### src/rtl/inst_sequencer_pkg.sv
// Shared definitions for the NPC instruction sequencer: state encoding,
// halt reason codes and datapath select constants.
package inst_sequencer_pkg;

  typedef enum logic [2:0] {
    ST_IDLE  = 3'd0,
    ST_FETCH = 3'd1,
    ST_IWAIT = 3'd2,
    ST_EXEC  = 3'd3,
    ST_MREQ  = 3'd4,
    ST_MWAIT = 3'd5,
    ST_HALT  = 3'd6
  } state_t;

  localparam logic [1:0] HALT_NONE    = 2'd0;
  localparam logic [1:0] HALT_EBREAK  = 2'd1;
  localparam logic [1:0] HALT_ILLEGAL = 2'd2;
  localparam logic [1:0] HALT_BUS     = 2'd3;

  localparam logic [1:0] PC_FROM_PLUS4 = 2'd0;
  localparam logic [1:0] PC_FROM_ALU   = 2'd1;

  localparam logic [1:0] WRITEBACK_ALU = 2'd0;
  localparam logic [1:0] WRITEBACK_MEM = 2'd1;
  localparam logic [1:0] WRITEBACK_PC4 = 2'd2;

  // addi x0, x0, 0
  localparam logic [31:0] NOP = 32'h0000_0013;

  function automatic logic is_fetching(input state_t s);
    return (s == ST_FETCH) || (s == ST_IWAIT);
  endfunction

endpackage

### src/rtl/inst_sequencer_perf_counters.sv
// 64-bit free-running cycle and retired-instruction counters with
// independent enables; both wrap modulo 2^64.
module perf_counters (
  input  logic        clk,
  input  logic        rst,
  input  logic        cycle_en,
  input  logic        instret_en,
  output logic [63:0] mcycle,
  output logic [63:0] minstret
);

  logic [1:0] en;
  assign en = {instret_en, cycle_en};

  for (genvar gi = 0; gi < 2; gi++) begin : g_cnt
    logic [63:0] cnt_reg;
    always_ff @(posedge clk or posedge rst) begin
      if (rst) begin
        cnt_reg <= 64'd0;
      end else if (en[gi]) begin
        cnt_reg <= cnt_reg + 64'd1;
      end
    end
  end

  assign mcycle   = g_cnt[0].cnt_reg;
  assign minstret = g_cnt[1].cnt_reg;

endmodule

### src/rtl/inst_sequencer.sv
// Multi-cycle sequencer: owns PC and IR, handshakes with fetch and load/store
// ports, commits each instruction once and halts on ebreak/illegal/bus error.
module inst_sequencer
  import inst_sequencer_pkg::*;
#(
  parameter logic [31:0] RESET_PC       = 32'h8000_0000,
  parameter int          TIMEOUT_CYCLES = 1024
) (
  input  logic        clk,
  input  logic        rst,
  output logic [31:0] pc,
  input  logic [31:0] next_pc,
  output logic [31:0] inst,
  output logic        ifu_req_valid,
  input  logic        ifu_req_ready,
  input  logic        ifu_resp_valid,
  input  logic [31:0] ifu_resp_data,
  input  logic        ifu_resp_err,
  input  logic        dec_reg_wen,
  input  logic        dec_is_mem,
  input  logic        dec_is_ebreak,
  input  logic        dec_illegal,
  output logic        lsu_req_valid,
  input  logic        lsu_req_ready,
  input  logic        lsu_resp_valid,
  output logic        rf_we,
  output logic        retire,
  output logic        halt,
  output logic [1:0]  halt_code,
  output logic [63:0] mcycle,
  output logic [63:0] minstret
);

  localparam int TW = (TIMEOUT_CYCLES > 2) ? $clog2(TIMEOUT_CYCLES) : 1;
  localparam logic [TW-1:0] TMO_LAST = TW'(TIMEOUT_CYCLES - 1);

  state_t        state_reg, state_next;
  logic [31:0]   pc_reg, inst_reg;
  logic [TW-1:0] tmo_reg;
  logic          halt_reg;
  logic [1:0]    code_reg, code_next;
  logic          commit, retire_c, tmo_hit;

  assign tmo_hit = (tmo_reg == TMO_LAST);

  always_comb begin
    state_next = state_reg;
    code_next  = code_reg;
    commit     = 1'b0;
    retire_c   = 1'b0;
    case (state_reg)
      ST_IDLE:  state_next = ST_FETCH;
      ST_FETCH: begin
        if (tmo_hit) begin
          state_next = ST_HALT;
          code_next  = HALT_BUS;
        end else if (ifu_req_ready) begin
          state_next = ST_IWAIT;
        end
      end
      ST_IWAIT: begin
        // An accepted response wins over a timeout in the same cycle.
        if (ifu_resp_valid) begin
          if (ifu_resp_err) begin
            state_next = ST_HALT;
            code_next  = HALT_BUS;
          end else begin
            state_next = ST_EXEC;
          end
        end else if (tmo_hit) begin
          state_next = ST_HALT;
          code_next  = HALT_BUS;
        end
      end
      ST_EXEC: begin
        if (dec_illegal) begin
          state_next = ST_HALT;
          code_next  = HALT_ILLEGAL;
        end else if (dec_is_ebreak) begin
          retire_c   = 1'b1;
          state_next = ST_HALT;
          code_next  = HALT_EBREAK;
        end else if (dec_is_mem) begin
          state_next = ST_MREQ;
        end else begin
          commit     = 1'b1;
          state_next = ST_FETCH;
        end
      end
      ST_MREQ:  if (lsu_req_ready) state_next = ST_MWAIT;
      ST_MWAIT: begin
        if (lsu_resp_valid) begin
          commit     = 1'b1;
          state_next = ST_FETCH;
        end
      end
      ST_HALT:  state_next = ST_HALT;
      default:  state_next = ST_IDLE;
    endcase
    if (commit) retire_c = 1'b1;
  end

  always_ff @(posedge clk or posedge rst) begin
    if (rst) begin
      state_reg <= ST_IDLE;
      pc_reg    <= RESET_PC;
      inst_reg  <= NOP;
      tmo_reg   <= '0;
      halt_reg  <= 1'b0;
      code_reg  <= HALT_NONE;
    end else begin
      state_reg <= state_next;
      if (commit) pc_reg <= next_pc;
      if (state_reg == ST_IWAIT && ifu_resp_valid && !ifu_resp_err) inst_reg <= ifu_resp_data;
      if (state_next == ST_FETCH && state_reg != ST_FETCH) begin
        tmo_reg <= '0;
      end else if (is_fetching(state_reg)) begin
        tmo_reg <= tmo_reg + TW'(1);
      end
      if (state_next == ST_HALT && state_reg != ST_HALT) begin
        halt_reg <= 1'b1;
        code_reg <= code_next;
      end
    end
  end

  perf_counters u_perf (
    .clk        (clk),
    .rst        (rst),
    .cycle_en   (state_reg != ST_HALT),
    .instret_en (retire_c),
    .mcycle     (mcycle),
    .minstret   (minstret)
  );

  assign pc            = pc_reg;
  assign inst          = inst_reg;
  assign ifu_req_valid = (state_reg == ST_FETCH);
  assign lsu_req_valid = (state_reg == ST_MREQ);
  assign rf_we         = commit & dec_reg_wen;
  assign retire        = retire_c;
  assign halt          = halt_reg;
  assign halt_code     = code_reg;

endmodule

### config.mk
export PLATFORM = sky130hd
export DESIGN_NAME = inst_sequencer
export DESIGN_NICKNAME = d
export VERILOG_FILES = /design/src/rtl/inst_sequencer_pkg.sv /design/src/rtl/inst_sequencer_perf_counters.sv /design/src/rtl/inst_sequencer.sv
export SDC_FILE = /design/constraint.sdc
export NUM_CORES = 1
export LEC_CHECK = 0
export BUFFER_PORTS_ARGS = -buffer_cell sky130_fd_sc_hd__buf_2
export CORE_UTILIZATION = 52
export CTS_CLUSTER_DIAMETER = 40
export DETAILED_ROUTE_END_ITERATION = 6
export PLACE_DENSITY_LB_ADDON = 0.2
export RECOVER_POWER = 25
export SYNTH_ARGS = -nofsm -noshare
export SYNTH_HDL_FRONTEND = slang
export SYNTH_HIERARCHICAL = 1
export SYNTH_SLANG_ARGS = --single-unit
### constraint.sdc
create_clock -name clk -period 6.1 [get_ports clk]
set_clock_uncertainty 0.1 [all_clocks]
set_input_delay 1.83 -clock clk [delete_from_list [all_inputs] [get_ports clk]]
set_output_delay 1.83 -clock clk [all_outputs]
set_load 0.01 [all_outputs]
### Word level (Yosys, flattened, before mapping)

Cells that the tools add are included.

| word-level totals | value |
|---|---|
| output and inout port bits | 199 |
| input port bits | 75 |
| logic and storage cells | 63 |
| bits in registers | 208 |

| operators by class | value |
|---|---|
| equality and inequality tests | 13 |
| bitwise logic cells | 1 |
| add/subtract/negate cells | 3 |
| reductions and logical operators | 10 |
| mux-type cells | 28 |

Operator list:

| cell | count |
|---|---|
| 64-bit by 1-bit adder with 64-bit output (second input constant) | 2 |
| 3-bit two-way mux | 10 |
| 3-bit one-hot mux with 7 select lines | 1 |
| 10-bit two-way mux | 2 |
| 3-bit == test (second input constant) | 4 |
| 10-bit by 1-bit adder with 10-bit output (second input constant) | 1 |
| 10-bit == test (second input constant) | 1 |
| 2-bit two-way mux | 5 |
| 3-bit inequality test (second input constant) | 3 |
| 1-bit two-way mux | 8 |
| 3-bit by 1-bit == test with 1-bit output (second input constant) | 2 |
| 3-bit by 2-bit == test with 1-bit output (second input constant) | 2 |
| 2-bit one-hot mux with 3 select lines | 1 |
| 1-bit logical AND | 4 |
| 4-bit AND reduction | 1 |
| 3-bit logical NOT | 1 |
| 3-bit by 1-bit inequality test with 1-bit output (second input constant) | 1 |
| 3-bit nonzero test | 1 |
| 1-bit one-hot mux with 2 select lines | 1 |
| 2-bit nonzero test | 1 |
| 1-bit AND | 1 |
| 1-bit logical NOT | 1 |
| 1-bit logical OR | 1 |

### Longest topological paths before layout

Gate-level depths: netlist of run 1.

| depth | value |
|---|---|
| word-level depth | 7 |
| depth in mapped cells | 13 |
| gate-level depth less buffers | 11 |

### Hierarchy

The synthesis of run 1 kept the hierarchy.

Modules (own cells, without submodules):

| module | times used | sequential area each (µm²) | cells an instance | area each (µm²) |
|---|---|---|---|---|
| perf_counters | 1 | 3203.1 | 564 | 6005.8 |
| inst_sequencer | 1 | 2006.9 | 305 | 3398.3 |

### Worst setup path before layout of run 1

No wires, ideal clock.

| timing path | value |
|---|---|
| path type | input-to-output |
| start point | in ifu_resp_valid |
| end point | out retire |
| path buffers | 0 |
| setup slack | 0.930 ns |
| arrival time | 3.240 ns |
| cell stages on the path | 5 |
| required time | 4.170 ns |
| cells stage by stage | or3b_1 o21ai_0 a311o_2 nand4b_4 o21ai_0 |

RTL lines:

| item | RTL line | RTL |
|---|---|---|
| from (decl) | inst_sequencer.sv:16 | `input logic ifu_resp_valid,` |
| to (decl) | inst_sequencer.sv:27 | `output logic retire,` |

### Final worst setup path of run 1

| timing path | value |
|---|---|
| start point | in dec_illegal |
| end point | out retire |

| between the ends | value |
|---|---|
| longest elaborated chain between the ends | 3 |
| elaborated cells on any way between the ends | 5 |
| those cells by class | 5 x mux |

Ends and longest elaborated chain:

| item | RTL line | RTL |
|---|---|---|
| from (decl) | inst_sequencer.sv:22 | `input logic dec_illegal,` |
| 1-bit two-way mux | inst_sequencer.sv:76 | `if (dec_illegal) begin` |
| 1-bit one-hot mux with 2 select lines / 1-bit two-way mux (equally long branches) | inst_sequencer.sv:51 | `case (state_reg)` |
| 1-bit two-way mux (*) | inst_sequencer.sv:100 | `if (commit) retire_c = 1'b1;` |

Mark *: on every way between the ends. The rest lies on a longest branch, timed or not.

==> results.cfg, run 1 <==
[synth]
ys_warn_count = 6
ys_seq_elements = 208
synth_cell_types = 60
avgSynthCellArea_um2 = 10.8
synthArstFlopShare_pct = 100
seq_area_frac_synth_pct = 55.4
synth-edff-count = 0
synth_fp_nets = 947
syn_inst = 869
ys.flop_type = dfrtp_1
synth_area_um2 = 9400

[critical_path]
startpoint_type = primary input
ff2ff_setup_slack_ps = 2240
crit_type = primary input to output port
r2r-start = state_reg[1]
setup.worst_path.start = dec_illegal
cp_max_fo = 7
crit_arrival_ps = 3450
worstPathRequired_ps = 4170
endpoint_kind = output port

[timing]
tightestPinTransition_ps = 2460
finalSetupViolCount = 0
finalHoldViolations = 0
period_minus_slack_ps = 5380
layout_setup_ws_ps = 717
fin_tns_setup_ps = 0
period_share_pct = 88.2
rsz0062_at_grt = no
slew-limit-headroom_pct = -64.8
drv_slew = 129
max_freq_ghz = 0.186

[route]
drt_pass1_iterations = 4
drt_iter0_markers = 387
viasPerCell = 5.35
routed.top_layer = met4
wl_met3_mm = 1.55
wl_met1_mm = 10.2
drc = 0
wl_per_cell_um = 16.6
ant_nets = 0
wirelength_mm = 23.4
vias = 7555
wl_met2_mm = 11.4

[clocking]
cts_sinks = 208
post-cts-setup-buffers = 0
cts_hold_buf = 0
clock_path_buffers = 3
ctsResizeCount = 0
clk_pin_slew_ps = 50
cts.htree.levels = 1
clock_latency_ps = 540
numCtsBuffers = 31
root_buffer = clkbuf_16
cts_tree = done

[final_layout]
final_common_cell = buf_2
area_delta_synth_final_pct = 29.2
final_cell_mix = buf_2 (270), dfrtp_1 (204), nand2_1 (154)
final_net_count = 1239
num_antenna_cells = 0
drive_gt1_share_pct = 32.3

[global_routing]
gr-usage-all-layers_pct = 25.1
grt_antenna_before_repair = 0
grt-ovfl-total = 0
grt_first_pass_wirelength_mm = 36.9
grt_max_degree = 57
first_global_vias = 7272

[die]
die_w_um = 136
dieArea_um2 = 18600
num_rows = 48
start_util_pct = 53.8
core_area_um2 = 17500
die_h_um = 136
ioPinCount = 274

[place]
dp_hpwl_mm = 16.4
dp_slack_ps = 766
gp_congestion = 0.842
portBuffers = 273

[hold_path]
hold_path_class = register to register
worstHoldStart = inst[1]

[flow_run]
cap_violations = 3

[power]
ir_worst_vdd_mv = 0.381
p_leak_uw = 0.00630
p_per_area_nw_per_um2 = 405

[status]
status = complete, but fails checks
violations = capacitance limit, slew limit
## kinds of logic (layout without fill, tap and decap cells)
logic type               after synthesis  after routing  synth area share [%]
AND/OR/NAND/NOR                      431            431                  24.0
XOR/XNOR                             136            136                  12.7
AO/OA/AOI/OAI                         12             12                  1.14
flip-flops                           208            208                  55.4
adder cells (fa/ha/maj)                3              3                 0.399
multiplexers                          36             36                  4.34
buffers and inverters                 43            360                  2.06
## worst max-delay path, cell delays in order
cell	delay, ps
clkbuf_1	120
or3_1	450
nor2b_4	150
a311o_2	370
nand4b_4	120
o21ai_0	100
buf_4	170
buf_2	150
## layout make-up
type                    instances  area (um2)
multi-input cells             618        3970
well taps                     225         282
inverters                      22        85.1
repair buffers                280        1410
clock buffers                  35         811
clock inverters                23         385
fillers                      1327        5330
flip-flops and latches        208        5210
## routing by layer
metal / up-vias / track usage (%)
met2: 280 / 41.0
met5: - / 0
met1: 3681 / 33.8
met3: 33 / 5.44
met4: 0 / 6.36
li1: 3561 / -
## per-stage QoR
step,std cells,cell area [um2],power [uW],utilization (%),hold WS (ps)
floorplan,869,9400,2500,-,365
global placement,1353,11000,2910,62.9,343
detailed placement,1353,11000,2940,62.9,351
CTS,1411,12200,4980,69.8,358
global route,1411,12100,5150,69.5,375
finish,1411,12100,4920,69.5,355
## worst paths after layout
check,depth (start not counted),endpoint
setup reg to reg,11,u_perf/minstret[45]
min in group asynchronous,2,pc[9]
max in group asynchronous,3,u_perf/mcycle[54]
hold / removal,2,inst[1]
hold reg to reg,2,inst[1]
setup / recovery,8,retire
## cells in the mapped netlist (all sizes together) (2+ instances only)
cell	n	area, um2
dfrtp	204	5100
nand2	155	584
xor2	74	648
nor2	69	267
xnor2	62	543
nand3	53	265
nand4	44	309
mux2	35	398
nor3	35	211
nor4	25	190
inv	22	82.6
clkbuf	11	41.3
and3	10	62.6
buf	10	70.1
and4	5	43.8
nor3b	5	52.6
or3	5	36.3
and2	4	25.0
dfstp	4	105
nor2b	4	32.5
o21ai	4	20.0
ha	3	37.5
nand2b	3	18.8
or2	3	18.8
nand3b	2	15.0
nand4b	2	47.6
o32a	2	21.3
or4b	2	23.8
## power by group
part | leakage [uW] | internal (uW) | total, uW | switching, uW
Sequential | 0.00273 | 1670 | 1890 | 220
Combinational | 0.00299 | 470 | 1020 | 551
Clock | 0.000579 | 1350 | 2010 | 663
Total | 0.00630 | 3490 | 4920 | 1430
(Power assumes the default switching activity.)
==> run 2, diff against run 1 <==
--- a/config.mk
+++ b/config.mk
@@ -9,7 +9,7 @@
 export CORE_UTILIZATION = 52
 export CTS_CLUSTER_DIAMETER = 40
 export DETAILED_ROUTE_END_ITERATION = 6
-export PLACE_DENSITY_LB_ADDON = 0.2
+export PLACE_DENSITY = 0.89
 export RECOVER_POWER = 25
 export SYNTH_ARGS = -nofsm -noshare
 export SYNTH_HDL_FRONTEND = slang
==> results.cfg, run 2 (synthesis results as in run 1) <==
[critical_path]
endpoint_kind = output port
r2r-start = state_reg[1]
ff2ff_setup_slack_ps = 2020
startpoint_type = primary input
cpLargestDelayFamily = simple AND/OR/NAND/NOR gates
critPathSlowestCell = or3_1
worstPathBufferInverterCount = 3
cp_max_fo = 7
worstPathRequired_ps = 4170
crit_type = primary input to output port
ff2ff_path_depth = 11
crit_arrival_ps = 3500
cp_slowest_stage_delay_ps = 450
worstReg2RegEnd = u_perf/minstret[45]
path_cells = clkbuf_1 -> or3_1 -> nor2b_4 -> a311o_1 -> nand4b_4 -> o21ai_0 -> buf_4 -> buf_2

[route]
wirelength_mm = 23.8
vias = 7784
ant_nets = 0
drt_iter0_markers = 384
viasPerCell = 5.54
wl_per_cell_um = 16.9
drt_pass1_iterations = 5
drc = 0

[hold_path]
hold_depth = 2
worstHoldStart = inst[1]
hold_path_class = register to register
min_to = inst[1]

[timing]
finalSetupViolCount = 0
tightestPinTransition_ps = 3460
drv_slew = 80
period_share_pct = 89.0
max_freq_ghz = 0.184
finalHoldViolations = 0
fin_tns_setup_ps = 0
rsz0062_at_grt = no
slew-limit-headroom_pct = -132
period_minus_slack_ps = 5430

[global_routing]
grt_antenna_before_repair = 0
gr-usage-all-layers_pct = 25.5
grt_first_pass_wirelength_mm = 38.1
grt_max_degree = 80
grt-ovfl-total = 0
first_global_vias = 7810

[clocking]
cts_tree = done
post-cts-setup-buffers = 0
clk_pin_slew_ps = 60
root_buffer = clkbuf_16
clock_latency_ps = 530
ctsResizeCount = 0
numCtsBuffers = 29
cts_sinks = 208
cts_hold_buf = 0
cts.htree.levels = 1
clock_path_buffers = 3

[power]
total_power_uw = 4700
ir_worst_vdd_mv = 0.390
p_per_area_nw_per_um2 = 392
p_leak_uw = 0.00624

[final_layout]
seq_area_um2 = 5210
instances_no_fill = 1406
final_net_count = 1236
final.fill_count = 1231
area_delta_synth_final_pct = 27.5
drive_gt1_share_pct = 32.2
final_common_cell = buf_2
multi_input_area_um2 = 3970
final_cell_mix = buf_2 (271), dfrtp_1 (204), nand2_1 (154)
num_antenna_cells = 0

[die]
dieArea_um2 = 18600
die_h_um = 136
die_w_um = 136
num_rows = 48
start_util_pct = 53.8
ioPinCount = 274
core_area_um2 = 17500

[status]
status = complete, but fails checks
violations = capacitance limit, slew limit

[place]
dp_hpwl_mm = 16.5
gp_congestion = 0.881
place_inst = 1352
portBuffers = 273

[flow_run]
cap_violations = 1
==> run 2: power breakdown <==
group / leakage, uW / internal (uW) / switching (uW)
sequential: 0.00273 / 1670 / 221
combinational: 0.00300 / 469 / 569
clock: 0.000519 / 1140 / 630
==> run 2: how the worst max path moves through the flow <==
stage	startpoint	end	slack, ps	cells past startpoint
floorplan	rst	u_perf/mcycle[0]	760	1
global placement	dec_illegal	retire	780	8
detailed placement	dec_illegal	retire	740	8
CTS	dec_illegal	retire	740	8
global route	dec_illegal	retire	590	8
finish	dec_illegal	retire	670	8
==> run 2: worst register-to-register path, stage by stage (launching register included) <==
cell      delay (ps)
dfrtp_1          620
or3b_1           400
o21ai_0          100
a311o_1          350
nand4b_4         160
o21ai_0          210
buf_4            190
nand4_1          260
nor3_2           540
nand4_1          310
or4_1            560
xnor2_1          150
==> run 2: routing by layer <==
layer / vias to the layer above / track usage [%] / routed length, um
met2: 363 / 42.7 / 11700
met1: 3814 / 31.9 / 9550
li1: 3541 / - / -
met3: 66 / 6.30 / 1870
met4: 0 / 9.20 / 674
met5: - / 0 / 0
==> run 2: metrics by stage <==
stage	area [um2]	hold slack (ps)	setup slack (ps)	utilization [%]
2_1_floorplan	9400	365	757	-
3_3_place_gp	11000	345	777	62.9
3_5_place_dp	11000	350	741	62.9
4_1_cts	12000	359	736	68.9
5_1_grt	12000	374	588	68.6
6_report	12000	356	670	68.6
==> run 2: area by class of cell <==
class / instances / share of cell area [%]
clock buffer: 34 / 6.54
clock inverter: 20 / 2.17
inverter: 22 / 0.699
multi-input combinational: 618 / 33.1
sequential: 208 / 43.4
tap: 225 / 2.35
timing repair buffer: 279 / 11.7
==> run 3, diff against run 2 <==
--- a/config.mk
+++ b/config.mk
@@ -9,7 +9,7 @@
 export CORE_UTILIZATION = 52
 export CTS_CLUSTER_DIAMETER = 40
 export DETAILED_ROUTE_END_ITERATION = 6
-export PLACE_DENSITY = 0.89
+export PLACE_DENSITY = 0.83
 export RECOVER_POWER = 25
 export SYNTH_ARGS = -nofsm -noshare
 export SYNTH_HDL_FRONTEND = slang
==> results.cfg, run 3 (synthesis results as in run 1) <==
[status]
status = complete, but fails checks
violations = capacitance limit, slew limit

[final_layout]
final_util_pct = 68.4
area_delta_synth_final_pct = 27.2
seq_area_um2 = 5210
final.fill_count = 1308
final_net_count = 1237
multi_input_area_um2 = 3960
drive_gt1_share_pct = 32.2
final_common_cell = buf_2
final_cell_mix = buf_2 (270), dfrtp_1 (204), nand2_1 (154)
num_antenna_cells = 0

[power]
swShare_pct = 31.5
p_per_area_nw_per_um2 = 388
seqPwrFrac_pct = 40.7
p_sw_uw = 1460
p_leak_uw = 0.00622
p_clk_share_pct = 37.0
pwr-share-comb_pct = 22.3
power.internal_uw = 3180
ir_worst_vdd_mv = 0.362

[clocking]
root_buffer = clkbuf_16
cts.htree.levels = 1
ctsResizeCount = 0
cts_hold_buf = 0
clock_latency_ps = 520
post-cts-setup-buffers = 0
numCtsBuffers = 29
cts_tree = done
cts_sinks = 208
clock_path_buffers = 3
clk_pin_slew_ps = 60

[route]
wl_per_cell_um = 16.8
ant_nets = 0
vias = 7661
drc = 0
viasPerCell = 5.45
wirelength_mm = 23.7
drt_iter0_markers = 434
drt_pass1_iterations = 7

[global_routing]
first_global_vias = 7795
grt_max_degree = 67
gr-usage-all-layers_pct = 25.7
grt_first_pass_wirelength_mm = 38.2
grt-ovfl-total = 0
grt_antenna_before_repair = 0

[timing]
max_freq_ghz = 0.185
finalHoldViolations = 0
fin_tns_setup_ps = 0
slew-limit-headroom_pct = -91.3
drv_slew = 67
tightestPinTransition_ps = 2850
finalSetupViolCount = 0
period_minus_slack_ps = 5420
rsz0062_at_grt = no
period_share_pct = 88.8

[critical_path]
ff2ff_path_depth = 6
worstPathRequired_ps = 4170
startpoint_type = primary input
crit_arrival_ps = 3490
r2r-start = state_reg[0]
ff2ff_setup_slack_ps = 2240
cp_max_fo = 7
endpoint_kind = output port
worstReg2RegEnd = u_perf/mcycle[35]
crit_type = primary input to output port

[place]
dp_hpwl_mm = 16.7
portBuffers = 273
gp_congestion = 0.833

[die]
start_util_pct = 53.8
die_w_um = 136
die_h_um = 136
ioPinCount = 274
num_rows = 48
dieArea_um2 = 18600
core_area_um2 = 17500

[flow_run]
cap_violations = 1

[hold_path]
worstHoldStart = inst[1]
min_to = inst[1]
hold_path_class = register to register
hold_depth = 2
## run 3: cell types whose count changed in the layout (fill, tap and decap cells not counted), moves of 2 or more
cell / before / now
bufinv_16: 5 / 3
clkbuf_8: 4 / 1
clkinv_2: 6 / 2
clkinv_4: 2 / 4
clkinv_8: 0 / 2
inv_6: 5 / 8
## run 3: how the worst max path moves through the flow
stage,cells past startpoint,from,end
finish,8,dec_illegal,retire
global route,8,dec_illegal,retire
CTS,8,dec_illegal,retire
detailed placement,8,dec_illegal,retire
global placement,8,dec_illegal,retire
floorplan,1,rst,u_perf/mcycle[0]
## run 3: cell type report
class	count	share of cell area (%)
Clock buffer	30	6.18
Clock inverter	23	2.30
Inverter	22	0.701
Multi-Input combinational cell	618	33.1
Sequential cell	208	43.6
Tap cell	225	2.35
Timing Repair Buffer	280	11.8
## run 3: per-layer routing
layer | routed length (um) | up-vias | track usage, %
li1 | - | 3566 | -
met1 | 9450 | 3739 | 32.3
met2 | 11800 | 309 | 43.5
met3 | 1990 | 47 | 6.75
met4 | 459 | 0 | 7.59
met5 | 0 | - | 0
## run 3: critical path, stage by stage
cell and delay (ps):
clkbuf_1 130, or3_1 450, nor2b_2 170, a311o_2 370
nand4b_4 130, o21ai_0 90, buf_4 160, buf_2 140
## run 3: per-stage QoR
stage               cell area, um2  power [uW]  setup slack (ps)  hold WS (ps)  instances
finish                       12000        4640               685           358       1406
global route                 12000        4870               644           366       1406
CTS                          12000        4700               762           360       1406
detailed placement           11000        2950               765           353       1353
global placement             11000        2910               774           343       1353
floorplan                     9400        2500               757           365        869
## run 3: power groups by stage
stage,Clock [uW],Sequential [uW],Combinational (uW)
after detailed placement,0,1900,1050
final,1720,1890,1030
after global placement,0,1890,1010
after CTS,1750,1890,1050
after floorplan,0,1990,517
after global routing,1810,1930,1120
